## src/rtl/fetch_stage.sv

```systemverilog
// MIPS instruction-fetch stage: PC register, instruction-memory address, and the IF/ID register.
// Optional macro BRANCH_DELAY_SLOT_EN keeps the fetched delay-slot word on a redirect instead of a bubble.
module fetch_stage #(
    parameter logic [31:0] PC_RESET = 32'h0000_0000
) (
    input  logic        clk,
    input  logic        rst_n,
    input  logic        stall,
    output logic [31:0] instrMemAddr,
    input  logic [31:0] instrMemData,
    input  logic        jump,
    input  logic        beq,
    input  logic        bne,
    input  logic        zero,
    input  logic [31:0] idImm,
    output logic [31:0] pc,
    output logic [31:0] ifidInstr,
    output logic [31:0] ifidPcPlus4,
    output logic        ifidValid,
    output logic [5:0]  opCode
);

    logic [31:0] pcPlus4;
    logic [31:0] brTgt;
    logic [31:0] jTgt;
    logic [31:0] redirTgt;
    logic        taken;
    logic        redir;
    logic        unusedImmTop;

    // The shifted immediate drops the top two bits; a valid word offset never needs them.
    assign unusedImmTop = ^idImm[31:30];

    assign pcPlus4  = pc + 32'd4;
    assign brTgt    = ifidPcPlus4 + {idImm[29:0], 2'b00};
    assign jTgt     = {ifidPcPlus4[31:28], ifidInstr[25:0], 2'b00};
    assign taken    = (beq & zero) | (bne & ~zero);
    // A bubble in IF/ID must never steer the PC, whatever Control decodes from it.
    assign redir    = ifidValid & (jump | taken);
    assign redirTgt = jump ? jTgt : brTgt;

    assign instrMemAddr = pc;
    assign opCode       = ifidInstr[31:26];

    // IF -> ID boundary
    always_ff @(posedge clk) begin
        if (!rst_n) begin
            pc          <= {PC_RESET[31:2], 2'b00};
            ifidInstr   <= 32'h0;
            ifidPcPlus4 <= 32'h0;
            ifidValid   <= 1'b0;
        end else if (stall) begin
            pc          <= pc;
            ifidInstr   <= ifidInstr;
            ifidPcPlus4 <= ifidPcPlus4;
            ifidValid   <= ifidValid;
        end else if (redir) begin
            pc          <= redirTgt;
`ifdef BRANCH_DELAY_SLOT_EN
            ifidInstr   <= instrMemData;
            ifidPcPlus4 <= pcPlus4;
            ifidValid   <= 1'b1;
`else
            ifidInstr   <= 32'h0;
            ifidPcPlus4 <= ifidPcPlus4;
            ifidValid   <= 1'b0;
`endif
        end else begin
            pc          <= pcPlus4;
            ifidInstr   <= instrMemData;
            ifidPcPlus4 <= pcPlus4;
            ifidValid   <= 1'b1;
        end
    end

endmodule

```

## config.mk

```make
export PLATFORM = sky130hd
export DESIGN_NAME = fetch_stage
export DESIGN_NICKNAME = d
export VERILOG_FILES = /design/src/rtl/fetch_stage.sv
export SDC_FILE = /design/constraint.sdc
export NUM_CORES = 1
export LEC_CHECK = 0
export CORE_ASPECT_RATIO = 0.6
export CORE_MARGIN = 4
export CORE_UTILIZATION = 48
export CTS_BUF_LIST = sky130_fd_sc_hd__clkbuf_4 sky130_fd_sc_hd__clkbuf_8 sky130_fd_sc_hd__clkbuf_16
export DETAILED_ROUTE_END_ITERATION = 16
export HOLD_SLACK_MARGIN = 0.06
export PLACE_DENSITY = 0.82
export RECOVER_POWER = 100
export SLEW_MARGIN = 20
export SYNTH_ARGS = -nofsm -noshare
export SYNTH_HDL_FRONTEND = slang
export SYNTH_SLANG_ARGS = --single-unit
```

## constraint.sdc

```tcl
create_clock -name clk -period 3.5 [get_ports clk]
set_input_delay 0.35 -clock clk [delete_from_list [all_inputs] [get_ports clk]]
set_output_delay 0.35 -clock clk [all_outputs]
set_load 0.01 [all_outputs]
```

* Word-level counts from Yosys, hierarchy flattened
Cells that the tools add are included.
Operators by class: add/sub/neg operators 2, mux-type cells 4, bitwise logic cells 8, reductions and logical operators 1
Operators with widths (number):
- $mux 32 | 3
- $add 32x3->32 const B | 1
- $add 32x32->32 | 1
- $and 1x1->1 | 3
- $not 1->1 | 3
- $or 1x1->1 | 2
- $reduce_and 2->1 | 1
- $mux 1 | 1
Storage, ports and cells: output and inout port bits 135, register bits after elaboration 97

* Longest topological paths before layout
word-level depth 7, mapped depth 10

* Least setup slack after synthesis
No wires, ideal clock.
path type input port to flip-flop, start point input idImm[0], end point register pc[28] (netlist: instrMemAddr[28]), buffers on the path 0, data required time 3430 ps, cell stages on the path 10, arrival time 2475 ps, library setup time 70 ps, slack 955 ps, path through ha_1 fa_1 a21o_1 and4_1 o21ai_1 a21boi_1 a31oi_2 o41ai_1 o41a_1 a21oi_1
On the way: cells in the longest elaborated chain, start to end 3
RTL lines:
- start, declared | RTL line 15 | input logic [31:0] idImm,
- $add 32x32->32 | RTL line 35 | assign brTgt = ifidPcPlus4 + {idImm[29:0], 2'b00};
- $mux 32 | RTL line 40 | assign redirTgt = jump ? jTgt : brTgt;
- $mux 32 | RTL line 57 | end else if (redir) begin
- end signal, assigned | RTL line 48 | pc <= {PC_RESET[31:2], 2'b00};
- end signal, assigned | RTL line 53 | pc <= pc;
- end signal, assigned | RTL line 58 | pc <= redirTgt;
- end, declared | RTL line 16 | output logic [31:0] pc,
No other way between the ends. A chain may end at the register's enable or synchronous reset.

* Worst setup path after layout
Ends and elaborated chain as after synthesis.

==> results.yml <==
place:
  place_hpwl_mm: 16.97
  gp_routability_congestion: 0.9621
  io_buffers: 203
  place_ws_ns: 0.1565
detailed_routing:
  vias_per_cell: 5.993
  dr.pass1.iters: 8
  drt_iter0_markers: 981
  drc_errors: 0
  drt-total-wl_mm: 22.61
  final_antenna_net_count: 0
  routedWlPerCell_um: 19.27
  dr_total_vias: 7030
global_routing:
  antenna_found_initial: 0
  grt_first_pass_wirelength_mm: 34.98
  grt_usage: 0.2837
  grt_pass1_vias: 6395
  overflow: 0
  grt_max_degree: 51
synth:
  netlist_area_um2: 6496
  netlist_instances: 859
  yosys.area.top_type_share: 0.2989
  yosys_warnings: 0
  yosysTopAreaCell: "dfxtp_1"
  ys_ff_latch: 97
  async_flop_share: 0
  avgSynthCellArea_um2: 7.563
  synth-edff-count: 0
  ys_top_cells_by_count: "a21oi_1, dfxtp_1, nor2_1, nand2_1, nand3_1"
  yosysUniqueCellTypes: 69
  synth_most_common_cell: "a21oi_1"
  ys.flop_type: "dfxtp_1"
  yosysSeqAreaShare: 0.2989
  synth.area.top_cells: "dfxtp_1, a21oi_1, ha_1"
  syn_nets: 961
pwr:
  p_per_area_nw_per_um2: 360.8
  ir_worst_vdd_mv: 0.2606
  power_leakage_nw: 3.572
critical_path:
  crit_path_end_kind: "register"
  cp_max_fo: 5
  worstPathRequired_ns: 3.79
  worst-endpoint-arrival_ns: 3.43
  r2r_slack_ns: 0.57
  reg2reg_depth: 10
  worstReg2RegEnd: "instrMemAddr[28]"
  timing.rr.start: "ifidPcPlus4[2]"
  cp-start-kind: "primary input"
  worst-setup-path-type: "in2reg"
floorplanning:
  dieArea_um2: 15520
  core_um2: 13050
  ios: 206
  dieHeight_um: 98.11
  die-width_um: 158.2
  start_util: 0.4977
  placementRows: 32
clock_tree:
  clkSinkCount: 97
  clk_path_buf_depth: 2
  cts.htree.levels: 3
  cts_root_buf: "clkbuf_16"
  clk_latency_ns: 0.36
  cts_hold_buf: 0
  cts_buffers: 9
  cts_setup_buffers: 0
  cts_tree: "yes"
  clk_pin_slew_ns: 0.08
  cts_resized: 0
sta:
  maxSlewHeadroom: 0.1444
  drv_slew: 0
  fmax_mhz: 318.2
  fin_ws_ns: 0.3577
  setup_viol: 0
  final.setup.tns_ns: 0
  tightest_slew_ns: 1.283
  rsz0062_at_grt: "false"
  timing.final.hold_violations: 0
  period_needed_ns: 3.142
  finalCritPeriodShare: 0.8978
  fin_worst_skew_ns: 0.01093
min_path:
  hold_class: "reg2reg"
  hp-start: "ifidInstr[30]"
  hold-path-endpoint: "ifidInstr[30]"
  hold_path_depth: 2
finish:
  nets: 1101
  post-route-util: 0.6596
  drive_gt1_frac: 0.03988
  syn_to_final_growth_pct: 32.53
  antenna-diode-count: 0
flow_run:
  maxCapViolCount: 0
outcome:
  outcome: "completed"
[metrics by stage]
| stage | total power [mW] | hold slack, ns | instance area [um2] | std cells |
|---|---|---|---|---|
| after floorplan | 1.780 | 0.4588 | 6496 | 859 |
| after global placement | 2.152 | 0.4558 | 8379 | 1158 |
| after detailed placement | 2.161 | 0.4695 | 8379 | 1158 |
| after CTS | 3.149 | 0.4672 | 8660 | 1173 |
| after global routing | 3.247 | 0.5082 | 8610 | 1173 |
| final | 3.106 | 0.4740 | 8610 | 1173 |
[registers in the layout, indices dropped and copies added, names as in the netlist]
| register | cells |
|---|---|
| ifidInstr | 32 |
| ifidPcPlus4 | 32 |
| ifidValid | 1 |
| instrMemAddr | 32 |
[worst max path at each step]
stage                        start                to  slack, ns
after detailed placement  idImm[0]  instrMemAddr[28]       0.16
after floorplan           idImm[0]  instrMemAddr[28]       0.95
final                     idImm[0]  instrMemAddr[28]       0.36
after global placement    idImm[0]  instrMemAddr[28]       0.19
after CTS                 idImm[0]  instrMemAddr[28]       0.51
after global routing          zero   ifidPcPlus4[10]       0.17
[metal layers]
| metal | GRT usage | up-vias | part of all wire |
|---|---|---|---|
| met5 | 0 | - | 0 |
| li1 | - | 3332 | - |
| met1 | 0.4363 | 3227 | 0.46 |
| met2 | 0.3808 | 436 | 0.40 |
| met4 | 0.06029 | 0 | 0.015 |
| met3 | 0.09345 | 35 | 0.13 |
[report_power, final]
| part | switching, mW | internal [mW] | total, mW |
|---|---|---|---|
| registers | 0.0839 | 1.17 | 1.25 |
| logic | 0.473 | 0.391 | 0.863 |
| clock network | 0.493 | 0.497 | 0.990 |
[cells by family after synthesis]
| group | synth area share |
|---|---|
| XOR/XNOR | 0.06472 |
| AND/OR/NAND/NOR | 0.2188 |
| adder cells (fa/ha/maj) | 0.06086 |
| multiplexers | 0.004815 |
| AO/OA/AOI/OAI | 0.2629 |
| buffers and inverters | 0.08898 |
| flip-flops | 0.2989 |
[layout by cell type, fill, tap and decap left out, types with 9 or more instances in the layout]
cell | synthesis | final
o22ai_1 | 9 | 9
a21oi_1 | 98 | 98
xor2_1 | 15 | 15
clkdlybuf4s50_1 | 0 | 65
nor3_1 | 18 | 18
and3_1 | 14 | 14
o21ai_1 | 12 | 10
dlygate4sd3_1 | 0 | 137
a21o_1 | 12 | 12
dfxtp_1 | 97 | 97
buf_4 | 41 | 11
o21ai_0 | 42 | 44
xnor2_1 | 33 | 33
nor2_1 | 93 | 93
nand3_1 | 47 | 47
a211oi_1 | 33 | 33
clkbuf_16 | 0 | 9
nand2_1 | 80 | 80
inv_1 | 18 | 17
ha_1 | 30 | 30
[cell type report]
cell class / instances / area, um2
timing repair buffer: 221 / 2136
multi-input combinational: 652 / 3971
tap: 170 / 212.7
clock inverter: 6 / 55.05
inverter: 18 / 67.56
clock buffer: 9 / 225.2
fill: 1132 / 4443
sequential: 97 / 1942
[critical path, cell delays in order]
cell and delay [ns]:
dlygate4sd3_1 0.54, ha_1 0.29, fa_1 0.44, a21o_1 0.21, and4_1 0.21, o21ai_1 0.19, a21boi_1 0.13, a31oi_2 0.40
o41ai_1 0.21, o41a_1 0.33, a21oi_1 0.14
No activity file was read; power rests on OpenSTA's default activity.
